===== config.mk =====
export PLATFORM = sky130hd
export DESIGN_NAME = reg_file_bank_flat
export DESIGN_NICKNAME = d
export VERILOG_FILES = /design/src/rtl/reg_file_bank_pkg.sv /design/src/rtl/reg_file_bank_if.sv /design/src/rtl/reg_file_bank_tmr0_counter.sv /design/src/rtl/reg_file_bank.sv /design/src/flat_wrapper.sv
export SDC_FILE = /design/constraint.sdc
export NUM_CORES = 1
export LEC_CHECK = 0
export CAP_MARGIN = 5
export CORE_UTILIZATION = 40
export CTS_BUF_LIST = sky130_fd_sc_hd__clkbuf_4 sky130_fd_sc_hd__clkbuf_8
export CTS_CLUSTER_DIAMETER = 80
export DETAILED_ROUTE_END_ITERATION = 8
export HOLD_SLACK_MARGIN = 0.08
export REMOVE_ABC_BUFFERS = 1
export SETUP_SLACK_MARGIN = 0.15
export SLEW_MARGIN = 20
export SYNTH_ARGS = -nofsm -noshare
export SYNTH_HDL_FRONTEND = slang
export SYNTH_SLANG_ARGS = --single-unit

===== constraint.sdc =====
create_clock -name clk -period 4.92 [get_ports clk]
set_clock_uncertainty 0.05 [all_clocks]
set_input_delay 0.738 -clock clk [delete_from_list [all_inputs] [get_ports clk]]
set_output_delay 0.738 -clock clk [all_outputs]
set_load 0.02 [all_outputs]

===== src/rtl/reg_file_bank_pkg.sv =====
// Shared constants for the PIC16C5x register file: SFR addresses, write-command
// bit indices, STATUS bit positions and the address-region decoder.
package reg_file_bank_pkg;

  localparam logic [4:0] ADDR_INDF        = 5'h00;
  localparam logic [4:0] ADDR_TMR0        = 5'h01;
  localparam logic [4:0] ADDR_PCL         = 5'h02;
  localparam logic [4:0] ADDR_STATUS      = 5'h03;
  localparam logic [4:0] ADDR_FSR         = 5'h04;
  localparam logic [4:0] ADDR_PORTA       = 5'h05;
  localparam logic [4:0] ADDR_PORTB       = 5'h06;
  localparam logic [4:0] ADDR_PORTC       = 5'h07;
  localparam logic [4:0] ADDR_COMMON_BASE = 5'h08;
  localparam logic [4:0] ADDR_BANKED_BASE = 5'h10;

  localparam int unsigned WCMD_LATCH  = 2;
  localparam int unsigned WCMD_DATA   = 1;
  localparam int unsigned WCMD_STATUS = 0;

  localparam int unsigned STATUS_C   = 0;
  localparam int unsigned STATUS_DC  = 1;
  localparam int unsigned STATUS_Z   = 2;
  localparam int unsigned STATUS_PD  = 3;
  localparam int unsigned STATUS_TO  = 4;
  localparam int unsigned STATUS_PA0 = 5;
  localparam logic [7:0]  STATUS_RST = 8'h18;

  typedef enum logic [2:0] {
    RGN_INDF, RGN_TMR0, RGN_PCL, RGN_STATUS,
    RGN_FSR,  RGN_IO,   RGN_COMMON, RGN_BANKED
  } region_e;

  function automatic region_e decode_region(input logic [4:0] a);
    if (a >= ADDR_BANKED_BASE)      return RGN_BANKED;
    else if (a >= ADDR_COMMON_BASE) return RGN_COMMON;
    else if (a >= ADDR_PORTA)       return RGN_IO;
    else if (a == ADDR_FSR)         return RGN_FSR;
    else if (a == ADDR_STATUS)      return RGN_STATUS;
    else if (a == ADDR_PCL)         return RGN_PCL;
    else if (a == ADDR_TMR0)        return RGN_TMR0;
    else                            return RGN_INDF;
  endfunction

endpackage


===== src/rtl/reg_file_bank_if.sv =====
// Bus between the GPR write-control stage / ALU (master) and the register file (slave).
interface reg_file_bank_if #(parameter int unsigned DATA_WIDTH = 8);
  logic [2:0]            writeCommand;
  logic [DATA_WIDTH-1:0] gprWriteDataIn;
  logic [DATA_WIDTH-1:0] statusWriteDataIn;
  logic                  instrCycleEnd;
  logic [DATA_WIDTH-1:0] pcLowIn;
  logic [DATA_WIDTH-1:0] ioReadDataIn;
  logic [DATA_WIDTH-1:0] gprReadDataOut;
  logic [DATA_WIDTH-1:0] gprStatusOut;
  logic [DATA_WIDTH-1:0] fsrOut;
  logic                  pclWriteEnOut;
  logic                  ioWriteEnOut;
  logic [1:0]            ioSelOut;
  logic [DATA_WIDTH-1:0] wrDataOut;

  modport master (
    output writeCommand, gprWriteDataIn, statusWriteDataIn, instrCycleEnd,
           pcLowIn, ioReadDataIn,
    input  gprReadDataOut, gprStatusOut, fsrOut, pclWriteEnOut, ioWriteEnOut,
           ioSelOut, wrDataOut
  );

  modport slave (
    input  writeCommand, gprWriteDataIn, statusWriteDataIn, instrCycleEnd,
           pcLowIn, ioReadDataIn,
    output gprReadDataOut, gprStatusOut, fsrOut, pclWriteEnOut, ioWriteEnOut,
           ioSelOut, wrDataOut
  );
endinterface


===== src/rtl/reg_file_bank_tmr0_counter.sv =====
// TMR0: free-running instruction-cycle counter; a load suppresses the next two increments.
module tmr0_counter #(
  parameter int unsigned DATA_WIDTH = 8
) (
  input  logic                  clk,
  input  logic                  rst,
  input  logic                  tick_i,
  input  logic                  wr_en_i,
  input  logic [DATA_WIDTH-1:0] wr_data_i,
  output logic [DATA_WIDTH-1:0] count_o
);
  logic [DATA_WIDTH-1:0] count_q, count_d;
  logic [1:0]            inhibit_q, inhibit_d;

  always_comb begin
    count_d   = count_q;
    inhibit_d = inhibit_q;
    if (wr_en_i) begin
      count_d   = wr_data_i;
      inhibit_d = 2'd2;
    end else if (tick_i) begin
      if (inhibit_q != '0) inhibit_d = inhibit_q - 2'd1;
      else                 count_d   = count_q + DATA_WIDTH'(1);
    end
  end

  always_ff @(posedge clk) begin
    if (rst) begin
      count_q   <= '0;
      inhibit_q <= '0;
    end else begin
      count_q   <= count_d;
      inhibit_q <= inhibit_d;
    end
  end

  assign count_o = count_q;
endmodule


===== src/rtl/reg_file_bank.sv =====
// PIC16C5x register file: Q2 address latch, INDF/FSR and bank resolution, Q4 commits.
// Optional TMR0 counter enabled by defining PIC_TMR0_EN.
module reg_file_bank
  import reg_file_bank_pkg::*;
#(
  parameter int unsigned DATA_WIDTH = 8,
  parameter int unsigned NUM_BANKS  = 4
) (
  input logic             clk,
  input logic             rst,
  reg_file_bank_if.slave  bus
);
  logic [4:0]            addr_q;
  logic [6:0]            fsr_q;
  logic [DATA_WIDTH-1:0] status_q, status_d;
  logic [DATA_WIDTH-1:0] common_ram_q [8];
  logic [DATA_WIDTH-1:0] bank_ram_q   [NUM_BANKS*16];
  logic [DATA_WIDTH-1:0] tmr0_val;
  logic [DATA_WIDTH-1:0] rd_data;
  logic [6:0]            eff;
  region_e               region;
  logic                  latch_en, data_we, status_we, data_to_status;
  logic                  unused_status_bits;

  assign latch_en  = bus.writeCommand[WCMD_LATCH]  && !rst;
  assign data_we   = bus.writeCommand[WCMD_DATA]   && !rst;
  assign status_we = bus.writeCommand[WCMD_STATUS] && !rst;

  assign eff    = (addr_q == ADDR_INDF) ? fsr_q : {fsr_q[6:5], addr_q};
  assign region = decode_region(eff[4:0]);
  assign data_to_status = data_we && (region == RGN_STATUS);

  // Data write owns PA bits, status write owns the flags; TO/PD never change.
  always_comb begin
    status_d = status_q;
    if (status_we) begin
      status_d[7:5] = bus.statusWriteDataIn[7:5];
      status_d[2:0] = bus.statusWriteDataIn[2:0];
    end
    if (data_to_status) begin
      status_d[7:5] = bus.gprWriteDataIn[7:5];
      if (!status_we) status_d[2:0] = bus.gprWriteDataIn[2:0];
    end
  end

  always_ff @(posedge clk) begin
    if (rst) begin
      addr_q   <= '0;
      fsr_q    <= '0;
      status_q <= STATUS_RST;
    end else begin
      if (latch_en) addr_q <= bus.gprWriteDataIn[4:0];
      if (data_we && (region == RGN_FSR)) fsr_q <= bus.gprWriteDataIn[6:0];
      status_q <= status_d;
    end
  end

  always_ff @(posedge clk) begin
    if (data_we && (region == RGN_COMMON)) common_ram_q[eff[2:0]] <= bus.gprWriteDataIn;
    if (data_we && (region == RGN_BANKED)) bank_ram_q[{eff[6:5], eff[3:0]}] <= bus.gprWriteDataIn;
  end

`ifdef PIC_TMR0_EN
  tmr0_counter #(.DATA_WIDTH(DATA_WIDTH)) u_tmr0 (
    .clk       (clk),
    .rst       (rst),
    .tick_i    (bus.instrCycleEnd),
    .wr_en_i   (data_we && (region == RGN_TMR0)),
    .wr_data_i (bus.gprWriteDataIn),
    .count_o   (tmr0_val)
  );
  assign unused_status_bits = ^bus.statusWriteDataIn[STATUS_TO:STATUS_PD];
`else
  assign tmr0_val = '0;
  assign unused_status_bits = ^{bus.statusWriteDataIn[STATUS_TO:STATUS_PD], bus.instrCycleEnd};
`endif

  always_comb begin
    rd_data = '0;
    case (region)
      RGN_TMR0:   rd_data = tmr0_val;
      RGN_PCL:    rd_data = bus.pcLowIn;
      RGN_STATUS: rd_data = status_q;
      RGN_FSR:    rd_data = {1'b1, fsr_q};
      RGN_IO:     rd_data = bus.ioReadDataIn;
      RGN_COMMON: rd_data = common_ram_q[eff[2:0]];
      RGN_BANKED: rd_data = bank_ram_q[{eff[6:5], eff[3:0]}];
      default:    rd_data = '0;
    endcase
  end

  assign bus.gprReadDataOut = rd_data;
  assign bus.gprStatusOut   = status_q;
  assign bus.fsrOut         = {1'b1, fsr_q};
  assign bus.pclWriteEnOut  = data_we && (region == RGN_PCL);
  assign bus.ioWriteEnOut   = data_we && (region == RGN_IO);
  assign bus.ioSelOut       = eff[1:0] - 2'd1;
  assign bus.wrDataOut      = bus.gprWriteDataIn;

  a_no_latch_with_write: assert property (@(posedge clk) disable iff (rst)
    !(bus.writeCommand[WCMD_LATCH] &&
      (bus.writeCommand[WCMD_DATA] || bus.writeCommand[WCMD_STATUS])));
endmodule


===== src/flat_wrapper.sv =====
// flat-port wrapper written by rule: the top's interface ports become plain ports
module reg_file_bank_flat import reg_file_bank_pkg::*;
#(
  parameter int unsigned DATA_WIDTH = 8,
  parameter int unsigned NUM_BANKS  = 4
)
  (clk, rst, bus_writeCommand, bus_gprWriteDataIn, bus_statusWriteDataIn, bus_instrCycleEnd, bus_pcLowIn, bus_ioReadDataIn, bus_gprReadDataOut, bus_gprStatusOut, bus_fsrOut, bus_pclWriteEnOut, bus_ioWriteEnOut, bus_ioSelOut, bus_wrDataOut);
  reg_file_bank_if #(.DATA_WIDTH(DATA_WIDTH)) bus_i ();
  input logic clk;
  input logic rst;
  input wire logic [$bits(bus_i.writeCommand)-1:0] bus_writeCommand;
  input wire logic [$bits(bus_i.gprWriteDataIn)-1:0] bus_gprWriteDataIn;
  input wire logic [$bits(bus_i.statusWriteDataIn)-1:0] bus_statusWriteDataIn;
  input wire logic [$bits(bus_i.instrCycleEnd)-1:0] bus_instrCycleEnd;
  input wire logic [$bits(bus_i.pcLowIn)-1:0] bus_pcLowIn;
  input wire logic [$bits(bus_i.ioReadDataIn)-1:0] bus_ioReadDataIn;
  output wire logic [$bits(bus_i.gprReadDataOut)-1:0] bus_gprReadDataOut;
  output wire logic [$bits(bus_i.gprStatusOut)-1:0] bus_gprStatusOut;
  output wire logic [$bits(bus_i.fsrOut)-1:0] bus_fsrOut;
  output wire logic [$bits(bus_i.pclWriteEnOut)-1:0] bus_pclWriteEnOut;
  output wire logic [$bits(bus_i.ioWriteEnOut)-1:0] bus_ioWriteEnOut;
  output wire logic [$bits(bus_i.ioSelOut)-1:0] bus_ioSelOut;
  output wire logic [$bits(bus_i.wrDataOut)-1:0] bus_wrDataOut;
  assign bus_i.writeCommand = bus_writeCommand;
  assign bus_i.gprWriteDataIn = bus_gprWriteDataIn;
  assign bus_i.statusWriteDataIn = bus_statusWriteDataIn;
  assign bus_i.instrCycleEnd = bus_instrCycleEnd;
  assign bus_i.pcLowIn = bus_pcLowIn;
  assign bus_i.ioReadDataIn = bus_ioReadDataIn;
  assign bus_gprReadDataOut = bus_i.gprReadDataOut;
  assign bus_gprStatusOut = bus_i.gprStatusOut;
  assign bus_fsrOut = bus_i.fsrOut;
  assign bus_pclWriteEnOut = bus_i.pclWriteEnOut;
  assign bus_ioWriteEnOut = bus_i.ioWriteEnOut;
  assign bus_ioSelOut = bus_i.ioSelOut;
  assign bus_wrDataOut = bus_i.wrDataOut;
  reg_file_bank #(.DATA_WIDTH(DATA_WIDTH), .NUM_BANKS(NUM_BANKS)) u_core (.clk(clk), .rst(rst), .bus(bus_i));
endmodule

==> results.toml, run 1 <==
[floorplan]
dieArea_um2 = 62000
dieWidth_um = 249
pin_count = 74
fp.dieH_um = 249
rows = 90
start_util_pct = 40.4
core_um2 = 60400

[global_routing]
grt_pass1_vias = 15500
grt_start_max_net_pins = 76
grt_first_pass_wirelength_um = 104000
grtUsageTotal_pct = 22.9
overflow = 0
antenna_found_initial = 1

[yosys]
yosysUniqueCellTypes = 69
ys_ff_latch = 594
synth_common_cells = "edfxtp_1, nand2_1, mux2i_1"
synth-seq-area-share_pct = 72.3
synthFlopType = "edfxtp_1"
synth_area_per_cell_um2 = 14.2
yosysWarningCount = 0
synth_cells = 1714
async_flop_share_pct = 0
yosysMostFrequentCell = "edfxtp_1"
yosysTopAreaCellShare_pct = 70.8
yosys.area.top_type = "edfxtp_1"
yosys-top-cells-area = "edfxtp_1, mux2i_1, nand2_1, nor2_1, a221oi_1"
syn_area_um2 = 24400
synth_edf_count = 576

[critical_path]
cp.depth = 8
arrival_ns = 4.06
start_kind = "flip-flop"
r2r_cells = 5
critPathMaxStageDelay_ns = 0.58
slowest_stage = "or4_1"
critPathTopFamily = "compound AO/OA/AOI/OAI gates"
worstPathRequired_ns = 4.13
crit_fanout = 12
critPathKind = "flip-flop to output pin"
crit_chain = "inv_1 -> a31oi_4 -> nor3_1 -> o21ai_0 -> o221ai_1 -> or4_1 -> o311ai_2 -> dlygate4sd2_1"
crit_path_end_kind = "output pin"
cp.buffers_inverters = 2

[routing]
wl_um = 72200
first_iter_violations = 2053
via_count = 16100
ant_nets = 0
wl_per_cell_um = 26.6
dr.pass1.iters = 5
drc = 0
routed_via_density = 5.92

[timing]
tns_ns = 0
finalCriticalPeriod_ns = 4.85
maxSlewHeadroom_pct = 30.8
period_share_pct = 98.5
hold_viol = 0
worst_pin_slew_ns = 1.03
setup_ws_ns = 0.0721
finalSetupViolCount = 0
drv_slew = 0
clock.fmax_mhz = 206
rsz0062_at_grt = "yes"

[pwr]
vdd_drop_max_v = 0.000191
clock_power_share_pct = 39.0
p_per_area_nw_per_um2 = 376
p_leak_nw = 9.29
pwr-share-seq_pct = 52.2
internal_power_mw = 8.09
sw_frac_of_total_pct = 24.2
p_sw_mw = 2.58
share_comb_of_total_power_pct = 8.8

[finish]
fill_cells = 5270
final_nets = 1894
layout-drive-gt1-share_pct = 16.1
ff_latch_area_um2 = 17700
area_growth_pct = 16.3
multi_input_area_um2 = 6260

[clock_tree]
cts_buffer_depth = 3
numCtsBuffers = 92
cts_tree = "built"
clock-sinks = 594
clock_latency_ns = 0.70
path_clk_slew_ns = 0.07
cts.htree.levels = 3
root_buffer = "clkbuf_8"

[min_path]
hp-class = "flip-flop to flip-flop"
hold_depth = 2

[placed_design]
place_ws_ns = 0.0154
port_buffers = 67
place.gp.congestion = 0.896
dp_hpwl_um = 44900

[status]
status = "complete, no violations"

[run]
max-cap-violations = 0
## state kept, by name, summed over array words and instances, names as in the netlist
name / flops
u_core.bank_ram_q: 512
u_core.common_ram_q: 64
u_core.fsr_q: 7
u_core.bus.gprStatusOut: 6
u_core.addr_q: 5
## final timing paths
path                                    from                    endpoint  slack [ns]
hold reg to reg   u_core.bus.gprStatusOut[1]  u_core.bus.gprStatusOut[1]        0.47
setup reg to reg            u_core.addr_q[4]    u_core.bank_ram_q[55][7]        1.22
hold / removal    u_core.bus.gprStatusOut[1]  u_core.bus.gprStatusOut[1]        0.47
setup / recovery            u_core.addr_q[3]       bus_gprReadDataOut[5]        0.07
## cells by family (layout without fill, tap and decap cells)
kind of cell           after synthesis  in the layout  share of synthesized area [%]
and+or+nand+nor                    563            563                           10.1
DFF                                594            594                           72.3
AOI/OAI and AO/OA                  297            297                           8.97
muxes                              131            131                           5.86
buffers and inverters              128            344                           2.75
other                                1              6                         0.0154
## power by group through the flow
| stage | Combinational [mW] | Sequential, mW | Clock (mW) |
|---|---|---|---|
| 5_1_grt | 0.976 | 5.57 | 4.41 |
| 3_5_place_dp | 0.889 | 5.68 | 0 |
| 6_report | 0.934 | 5.57 | 4.17 |
| 3_3_place_gp | 0.884 | 5.67 | 0 |
| 4_1_cts | 0.914 | 5.57 | 4.21 |
| 2_1_floorplan | 0.435 | 5.68 | 0 |
## metal layers
metal | vias up | routed length [um] | GRT usage, % | share of wire (%)
li1 | 6931 | - | - | -
met1 | 8175 | 30100 | 31.3 | 42
met2 | 828 | 33200 | 35.0 | 46
met3 | 143 | 6270 | 5.01 | 8.7
met4 | 0 | 2620 | 10.5 | 3.6
met5 | - | 0 | 0 | 0
## cell type report
| cell class | instances | share of cell area (%) |
|---|---|---|
| antenna | 3 | 0.0264 |
| clock buffer | 123 | 5.34 |
| clock inverter | 47 | 1.16 |
| inverter | 9 | 0.137 |
| multi-input combinational | 994 | 22.0 |
| sequential | 594 | 62.2 |
| tap | 782 | 3.44 |
| timing repair buffer | 165 | 5.67 |
## worst register-to-register path: stages (launching register included)
cell     delay [ns]
dfxtp_1        0.39
nor3_2         0.42
a31o_2         0.51
buf_4          0.29
nand3_1        0.68
nor2_1         0.97
## through the flow
stage	utilization [%]	total power, mW	area (um2)	hold slack, ns	instances
after floorplan	-	6.12	23800	0.502	1597
after global placement	43.5	6.56	26300	0.445	2537
after detailed placement	43.5	6.56	26300	0.454	2537
after CTS	46.9	10.7	28300	0.463	2713
after global routing	47.1	11.0	28400	0.479	2716
final	47.1	10.7	28400	0.465	2717
## repair_timing
item | CTS | global route
resized for setup | 33 | 16
hold buffers | 0 | 0
buffers inserted | 5 | 0
setup endpoints to repair | 8 | 7
cloned | 1 | 1
pin swaps | 5 | 3
## layout by cell type (no fill, tap or decap), types with 6 or more instances in the layout
cell type	n
edfxtp_1	576
nand2_1	289
mux2i_1	116
nor2_1	105
clkbuf_8	95
buf_4	78
nand3_1	61
clkdlybuf4s50_1	51
a221oi_1	44
nor2b_1	42
a31oi_1	37
o21ai_0	37
clkbuf_4	28
a21oi_1	26
clkinv_1	22
o22ai_1	22
a211oi_1	20
dfxtp_1	16
clkinv_2	15
o311a_1	14
nand4_1	14
buf_12	13
o221ai_1	12
a311oi_1	11
nand2b_1	10
nor3_1	10
mux4_2	8
nor4_1	8
buf_2	8
inv_1	7
a31o_2	6
a32oi_1	6
and3_1	6
No activity file was read; power rests on OpenSTA's default activity.
==> run 2: changes to the inputs <==
Settings changed: CORE_ASPECT_RATIO set to 1.25.
==> run 2 against run 1 <==
Worst setup slack better by 0.086 ns. Combinational power is 1% higher. Count of clock-buffer cells in the layout is 7 lower. Via count is 1.2% lower. Power is 2.7% lower. Sequential cell count stayed put.
==> results.toml, run 2 (synthesis gave the netlist of run 1 again) <==
[global_routing]
grt_start_max_net_pins = 76
overflow = 0
grt_pass1_vias = 15500
grtUsageTotal_pct = 23.5
grt_first_pass_wirelength_um = 106000
antenna_found_initial = 2

[routing]
drc = 0
routed_via_density = 5.87
ant_nets = 0
wl_um = 73200
dr.pass1.iters = 8
via_count = 15900
first_iter_violations = 1798
wl_per_cell_um = 27.0

[clock_tree]
cts_buffer_depth = 3
clock-sinks = 594
numCtsBuffers = 89
cts_tree = "built"
cts.htree.levels = 3
path_clk_slew_ns = 0.06
root_buffer = "clkbuf_8"
clock_latency_ns = 0.69

[finish]
final_nets = 1907
layout_common_cells = "edfxtp_1, nand2_1, mux2i_1"
post-route-util_pct = 47.3
final_area_um2 = 28300
area_growth_pct = 16.0
final_common_cell = "edfxtp_1"
layout-drive-gt1-share_pct = 16.2
largest_register_ff_count = 512

[critical_path]
start_kind = "flip-flop"
arrival_ns = 3.97
crit_path_end_kind = "output pin"
crit_chain = "or2_4 -> o31ai_4 -> buf_12 -> buf_12 -> buf_4 -> nand2_1 -> a311oi_1 -> a31oi_1 -> o21ai_0 -> a31o_1 -> buf_4"
worstPathRequired_ns = 4.13
slowest_stage = "o21ai_0"
critPathKind = "flip-flop to output pin"
critPathMaxStageDelay_ns = 0.65
crit_fanout = 17

[floorplan]
dieWidth_um = 223
rows = 100
start_util_pct = 40.7
pin_count = 74
fp.dieH_um = 278
dieArea_um2 = 62000
core_um2 = 59900

[timing]
drv_slew = 0
rsz0062_at_grt = "yes"
tns_ns = 0
period_share_pct = 96.8
finalCriticalPeriod_ns = 4.76
finalSetupViolCount = 0
hold_viol = 0
worst_pin_slew_ns = 0.999
clock.fmax_mhz = 210
maxSlewHeadroom_pct = 33.4

[run]
max-cap-violations = 0

[placed_design]
port_buffers = 67
placed_area_um2 = 26300
dp_hpwl_um = 45100
place.gp.congestion = 0.925

[pwr]
power_mw = 10.4
vdd_drop_max_v = 0.000231
p_leak_nw = 9.28
p_per_area_nw_per_um2 = 366

[status]
status = "complete, no violations"

[min_path]
hp-class = "flip-flop to flip-flop"
==> run 2: changes by cell type in the layout (fill, tap and decap cells not counted), sizes merged <==
cell / delta
dlygate4sd2: -2
diode: -1
clkbuf: -7
bufbuf: +2
clkdlybuf4s15: +2
clkinv: +4
bufinv: -3
clkinvlp: -1
buf: +14
==> run 2: per-layer routing <==
layer	part of all wire (%)	GRT usage (%)	vias up
met1	38	29.8	8008
met4	4.7	11.7	0
met2	49	39.2	789
met3	7.7	3.46	151
met5	0	0	-
li1	-	-	6935
==> run 2: metrics by stage <==
step	setup slack, ns	hold WS (ns)	std cells
3_5_place_dp	0.285	0.447	2531
4_1_cts	0.0228	0.460	2704
6_report	0.158	0.469	2708
2_1_floorplan	-5.51	0.502	1597
3_3_place_gp	0.336	0.444	2531
5_1_grt	0.146	0.478	2708
==> run 2: final timing paths <==
kind / to / from / slack, ns / cells past startpoint
max: bus_gprReadDataOut[0] / u_core.addr_q[4] / 0.16 / 11
min reg2reg: u_core.bus.gprStatusOut[0] / u_core.bus.gprStatusOut[0] / 0.47 / 2
min: u_core.bus.gprStatusOut[0] / u_core.bus.gprStatusOut[0] / 0.47 / 2
max reg2reg: u_core.bank_ram_q[41][4] / u_core.addr_q[1] / 1.02 / 11
==> run 2: power breakdown <==
group	internal, mW	total [mW]	leakage (nW)	switching [mW]
combinational	0.315	0.946	3.08	0.630
clock	1.96	3.86	0.873	1.90
sequential	5.56	5.57	5.32	0.0133
==> run 2: timing repair <==
action                                  in CTS  in global routing
endpoints found under the setup margin       8                  6
setup buffers                                7                  1
resized for setup                           39                 16
cloned                                       3                  1
pin swaps                                    2                  4
hold buffers                                 0                  0
==> run 2: critical path: cells and delay by family (launching register included) <==
kind / cells / cell delay [ns]
AO/OA/AOI/OAI: 5 / 1.69
buffers and inverters: 4 / 0.78
AND/OR/NAND/NOR: 2 / 0.42
flip-flops: 1 / 0.37
==> run 2: layout make-up <==
type | instances | area, um2
clock inverter | 47 | 240
clock buffer | 116 | 1430
tap | 765 | 957
multi-input combinational | 994 | 6250
timing repair buffer | 181 | 1730
sequential | 594 | 17700
fill | 5163 | 31600
antenna | 2 | 5.00
inverter | 9 | 41.3
